### config.mk
export PLATFORM = sky130hd
export DESIGN_NAME = inst_fetch
export DESIGN_NICKNAME = d
export VERILOG_FILES = /design/src/rtl/inst_fetch.sv
export SDC_FILE = /design/constraint.sdc
export NUM_CORES = 1
export LEC_CHECK = 0
export CORE_ASPECT_RATIO = 0.7
export CORE_MARGIN = 1.5
export CORE_UTILIZATION = 50
export DETAILED_ROUTE_END_ITERATION = 8
export GPL_TIMING_DRIVEN = 0
export PLACE_DENSITY = 0.8
export REMOVE_ABC_BUFFERS = 1
export SYNTH_ARGS = -nofsm -noshare
export SYNTH_HDL_FRONTEND = slang
export SYNTH_SLANG_ARGS = --single-unit
export TNS_END_PERCENT = 5
### constraint.sdc
create_clock -name Clk -period 2.07 [get_ports Clk]
set_input_delay 0.414 -clock Clk [delete_from_list [all_inputs] [get_ports Clk]]
set_output_delay 0.414 -clock Clk [all_outputs]
set_load 0.02 [all_outputs]
### src/rtl/inst_fetch.sv
// inst_fetch: program-counter sequencer with start/halt handshake and saturating retire/taken counters.
module inst_fetch #(
  parameter int PC_W   = 10,
  parameter int ICNT_W = 16,
  parameter int BCNT_W = 8
) (
  input  logic              Clk,
  input  logic              Reset,
  input  logic              Start,
  input  logic              Halt,
  input  logic              Stall,
  input  logic              BranchEn,
  input  logic              Cond,
  input  logic              JumpEn,
  input  logic [PC_W-1:0]   Target,
  output logic [PC_W-1:0]   ProgCtr,
  output logic              Running,
  output logic              Ack,
  output logic [ICNT_W-1:0] InstCount,
  output logic [BCNT_W-1:0] TakenCount
);
  typedef enum logic [1:0] {IDLE, RUN, HALTED} state_t;
  state_t state, state_nxt;
  logic [PC_W-1:0] pc_nxt;
  logic [ICNT_W-1:0] ic_nxt;
  logic [BCNT_W-1:0] tc_nxt;
  logic run, hold, retire, taken;
  assign run    = state == RUN && !Start;
  assign hold   = Halt | Stall;
  assign retire = run & (Halt | !Stall);
  assign taken  = run & !hold & (JumpEn | (BranchEn & Cond));
  always_ff @(posedge Clk or posedge Reset)
    if (Reset) begin
      state      <= IDLE;
      ProgCtr    <= '0;
      InstCount  <= '0;
      TakenCount <= '0;
    end else begin
      state      <= state_nxt;
      ProgCtr    <= pc_nxt;
      InstCount  <= ic_nxt;
      TakenCount <= tc_nxt;
    end
  always_comb begin
    state_nxt = Start ? IDLE :
                state == IDLE ? RUN :
                (state == RUN && Halt) ? HALTED : state;
    // Halt outranks everything, so a halting jump leaves the PC on the halt instruction.
    pc_nxt = Start ? '0 :
             (!run || hold) ? ProgCtr :
             JumpEn ? Target :
             (BranchEn && Cond) ? ProgCtr + Target : ProgCtr + PC_W'(1);
    ic_nxt = Start ? '0 : (retire && !(&InstCount)) ? InstCount + ICNT_W'(1) : InstCount;
    tc_nxt = Start ? '0 : (taken && !(&TakenCount)) ? TakenCount + BCNT_W'(1) : TakenCount;
  end
  always_comb begin
    Running = state == RUN;
    Ack     = state == HALTED;
  end
endmodule

==> flow_summary.html <==
<table>
<tr><th>Metric</th><th>Value</th></tr>
<tr><th colspan="2">Worst setup path</th></tr>
<tr><td>Capturing element type of the critical path</td><td>flip-flop</td></tr>
<tr><td>Data arrival at the endpoint of the critical path</td><td>2.28 ns</td></tr>
<tr><td>Req. time, crit path</td><td>2.24 ns</td></tr>
<tr><td>Crit Path Class</td><td>input pin to flip-flop</td></tr>
<tr><td>Worst R2R Path Depth</td><td>6</td></tr>
<tr><td>Reg-to-reg critical path startpoint</td><td>InstCount[0]</td></tr>
<tr><td>Critical Path Start</td><td>Target[4]</td></tr>
<tr><td>Last element of the critical path</td><td>ProgCtr[9]</td></tr>
<tr><td>Critical Path Max Stage Delay</td><td>0.41 ns</td></tr>
<tr><td>Startpoint Class</td><td>input pin</td></tr>
<tr><td>Worst setup slack for register-to-register paths</td><td>0.14 ns</td></tr>
<tr><td>Critical path cell sequence</td><td>clkdlybuf4s50_1 &gt; and3_1 &gt; ha_1 &gt; nand2_1 &gt; o311ai_4 &gt; o32ai_1 &gt; xnor2_1 &gt; o21ai_0</td></tr>
<tr><td>Critical R2R Capture</td><td>InstCount[15]</td></tr>
<tr><td>Largest driver fanout on the critical path</td><td>4</td></tr>
<tr><td>Slowest stage cell, crit path</td><td>clkdlybuf4s50_1</td></tr>
<tr><th colspan="2">Status</th></tr>
<tr><td>Outcome</td><td>finished, violations left</td></tr>
<tr><td>Violations in the final reports</td><td>negative setup slack</td></tr>
<tr><th colspan="2">Clock tree</th></tr>
<tr><td>Clock transition at the register clock pins on the worst setup and hold paths after CTS</td><td>0.07 ns</td></tr>
<tr><td>Clock net sink count</td><td>36</td></tr>
<tr><td>Latest clock arrival within the worst-skew pair</td><td>0.29 ns</td></tr>
<tr><td>Inserted Clock Buffers</td><td>5</td></tr>
<tr><td>Clock tree from TritonCTS</td><td>done</td></tr>
<tr><td>Clk Tree Root Cell</td><td>clkbuf_8</td></tr>
<tr><td>Maximum buffer depth of the clock tree</td><td>2</td></tr>
<tr><td># H-tree levels</td><td>2</td></tr>
<tr><th colspan="2">Yosys</th></tr>
<tr><td>EDFF count, synth</td><td>0</td></tr>
<tr><td>Top area cells in the synthesized netlist</td><td>dfrtp_1, xnor2_1, ha_1, a21oi_1, nor2_1</td></tr>
<tr><td>Cell area after technology mapping</td><td>2280 sq um</td></tr>
<tr><td>Total number of yosys warnings</td><td>0</td></tr>
<tr><td>Mean cell area of the mapped netlist</td><td>9.25 sq um</td></tr>
<tr><td>Mapped Cells</td><td>247</td></tr>
<tr><td>Most frequent cells after synthesis</td><td>dfrtp_1, nor2_1, a21oi_1, nand2_1, xnor2_1</td></tr>
<tr><td>Async set-or-reset flop fraction in the synthesized netlist</td><td>1.00</td></tr>
<tr><td>Dominant cell by count in the synthesized netlist</td><td>dfrtp_1</td></tr>
<tr><td>Count of cell types in the netlist</td><td>42</td></tr>
<tr><td>Sequential cell area fraction in the yosys report</td><td>0.394</td></tr>
<tr><td>Primary FF master, synth</td><td>dfrtp_1</td></tr>
<tr><td>Library cell occupying the most area in the post-synthesis netlist</td><td>dfrtp_1</td></tr>
<tr><td>Flops &amp; latches, synth</td><td>36</td></tr>
<tr><td>Fraction of synthesized cell area taken by the top area cell type</td><td>0.394</td></tr>
<tr><th colspan="2">Placed design</th></tr>
<tr><td>Weighted congestion reported at the end of routability-driven placement</td><td>0.950</td></tr>
<tr><td>Post-Place Setup Slack</td><td>-1.20 ns</td></tr>
<tr><td>Estimated wirelength of the detail-placed design</td><td>3740 um</td></tr>
<tr><td>Count of input and output buffers</td><td>53</td></tr>
<tr><th colspan="2">Global routing</th></tr>
<tr><td>Wire length of the first global-routing pass</td><td>8970 um</td></tr>
<tr><td>Number of antenna violations at the first check in global routing</td><td>0</td></tr>
<tr><td>Total grt overflow</td><td>0</td></tr>
<tr><td>Via count of the first global-routing pass</td><td>1937</td></tr>
<tr><td>Largest net degree at the start of global routing</td><td>37</td></tr>
<tr><td>Total routing resource utilization after global routing</td><td>0.229</td></tr>
<tr><th colspan="2">Job</th></tr>
<tr><td>Max_cap viols</td><td>0</td></tr>
<tr><th colspan="2">Drt</th></tr>
<tr><td>Drt first pass iters</td><td>4</td></tr>
<tr><td>Via density per instance</td><td>5.82</td></tr>
<tr><td>DR DRC count</td><td>0</td></tr>
<tr><td>Remaining antenna violation count after routing</td><td>0</td></tr>
<tr><td>Via count</td><td>2076</td></tr>
<tr><td>Routed WL per cell</td><td>15.4 um</td></tr>
<tr><td>Post-detailed-routing wire length</td><td>5500 um</td></tr>
<tr><td>Initial DRC count</td><td>111</td></tr>
<tr><th colspan="2">Power and ir drop</th></tr>
<tr><td>Lkg Pwr</td><td>1.32 nW</td></tr>
<tr><td>Max VDD drop</td><td>0.000264 V</td></tr>
<tr><td>Final Total Pwr</td><td>1.46 mW</td></tr>
<tr><td>Pwr/cell area</td><td>473 nW/um^2</td></tr>
<tr><th colspan="2">Floorplan</th></tr>
<tr><td>Initial Util</td><td>0.525</td></tr>
<tr><td>Die Y-Extent</td><td>59.6 um</td></tr>
<tr><td>Placeable Area</td><td>4350 sq um</td></tr>
<tr><td>Chip Width</td><td>83.8 um</td></tr>
<tr><td>Standard-cell row count</td><td>20</td></tr>
<tr><td>Area of the die</td><td>4990 sq um</td></tr>
<tr><td>Number of top-level pins</td><td>54</td></tr>
<tr><th colspan="2">STA</th></tr>
<tr><td>Actual slew at the worst max-slew pin</td><td>0.737 ns</td></tr>
<tr><td>Number of endpoints failing setup at the final stage</td><td>1</td></tr>
<tr><td>Part of the cycle the worst path needs</td><td>1.02</td></tr>
<tr><td>Min cycle time layout</td><td>2.11 ns</td></tr>
<tr><td>Slack of the critical path</td><td>-0.0419 ns</td></tr>
<tr><td>Worst slew margin relative to its limit</td><td>0.509</td></tr>
<tr><td>Number of hold violations in the final report</td><td>0</td></tr>
<tr><td>Final Max Tran Viols</td><td>0</td></tr>
<tr><td>Unrepaired setup endpoints after global routing</td><td>true</td></tr>
<tr><td>Maximum clock skew at final layout</td><td>0.00188 ns</td></tr>
<tr><td>Timing-limited maximum frequency</td><td>0.474 GHz</td></tr>
<tr><th colspan="2">Cells and area</th></tr>
<tr><td>Share of layout cells above drive strength 1</td><td>0.126</td></tr>
<tr><td>Total Nets Final</td><td>331</td></tr>
<tr><td>Diode count</td><td>0</td></tr>
<tr><td>Area growth from synthesis to layout</td><td>34.8%</td></tr>
<tr><td>Filler cell count in the final layout</td><td>342</td></tr>
<tr><th colspan="2">Min path</th></tr>
<tr><td>Hold WC Path Type</td><td>input pin to flip-flop</td></tr>
</table>
[sequential cells by signal, indices dropped and copies added (netlist names)]
signal and count:
state 2, ProgCtr 10, InstCount 16, TakenCount 8
[cell type report]
class / instances / area, sq um / share of cell area
tap: 55 / 68.8 / 0.0223
sequential: 36 / 903 / 0.293
clock inverter: 2 / 10.0 / 0.00325
multi-input combinational: 196 / 1460 / 0.473
inverter: 8 / 30.0 / 0.00975
clock buffer: 6 / 82.6 / 0.0268
timing repair buffer: 54 / 529 / 0.172
[cell families (layout without fill, tap and decap cells)]
group	Yosys count	in the layout	share of synthesized area
and+or+nand+nor	101	101	0.251
AOI/OAI and AO/OA	54	54	0.147
DFF	36	36	0.394
xor gates and xnor gates	25	25	0.0958
buffers and inverters	15	70	0.0252
adders and majority gates	12	12	0.0690
muxes	4	4	0.0175
[critical path: cells and delay by family]
kind                     cells  cell delay, ns
XOR/XNOR                     1            0.16
AO/OA/AOI/OAI                3            0.58
buffers and inverters        1            0.41
adder cells (fa/ha/maj)      1            0.33
AND/OR/NAND/NOR              2            0.38
[placed cells by master (no fill, tap or decap), drive strengths merged, types with 6 or more instances in the layout]
cell type      Yosys  routed
xor2               9       9
a21oi             17      17
clkbuf             5       7
ha                11      11
and3              12      12
dfrtp             36      36
nor2              22      22
o21ai             15      15
inv                8       8
xnor2             16      16
nand4              6       6
nand3             10      10
clkdlybuf4s50      0      44
nand2             17      17
[through the flow]
| stage | hold slack (ns) | TNS, ns | std cells | instance area (sq um) | utilization |
|---|---|---|---|---|---|
| after CTS | 0.535 | -0.789 | 356 | 2990 | 0.687 |
| after floorplan | 0.477 | 0 | 240 | 2260 | - |
| final | 0.486 | -0.0419 | 357 | 3080 | 0.707 |
| after global routing | 0.511 | -0.299 | 357 | 3080 | 0.707 |
| after global placement | 0.505 | -27.79 | 348 | 2860 | 0.656 |
| after detailed placement | 0.518 | -28.25 | 348 | 2860 | 0.656 |
[report_power, final]
group / switching (mW) / internal, mW
Clock: 0.255 / 0.266
Combinational: 0.116 / 0.0906
Sequential: 0.0146 / 0.714
Total: 0.386 / 1.07
[repair_timing]
action | CTS | global route
setup buffers | 0 | 1
hold endpoints to repair | 0 | 0
pin swaps | 2 | 6
setup endpoints to repair | 35 | 21
gates resized for setup | 16 | 35
gates cloned | 0 | 0
hold buffers | 0 | 0
[metal layers]
layer  routed length [um]  up-vias  part of all wire  global-route usage
li1                     -     1014                 -                   -
met5                    0        -                 0                   0
met2                 2480       69              0.45               0.358
met4                   32        0            0.0058              0.0726
met1                 2660      989              0.48               0.323
met3                  331        4             0.060              0.0474
[worst min-delay path by stage]
stage                    end  depth (start not counted)  slack [ns]  startpoint
6_report            state[0]                          2        0.49        Halt
5_1_grt             state[0]                          2        0.51        Halt
3_5_place_dp      ProgCtr[0]                          2        0.52  ProgCtr[0]
3_3_place_gp      ProgCtr[0]                          2        0.51  ProgCtr[0]
4_1_cts           ProgCtr[0]                          2        0.53  ProgCtr[0]
2_1_floorplan  InstCount[13]                          1        0.48       Start
Power figures use the tool's default switching activity.
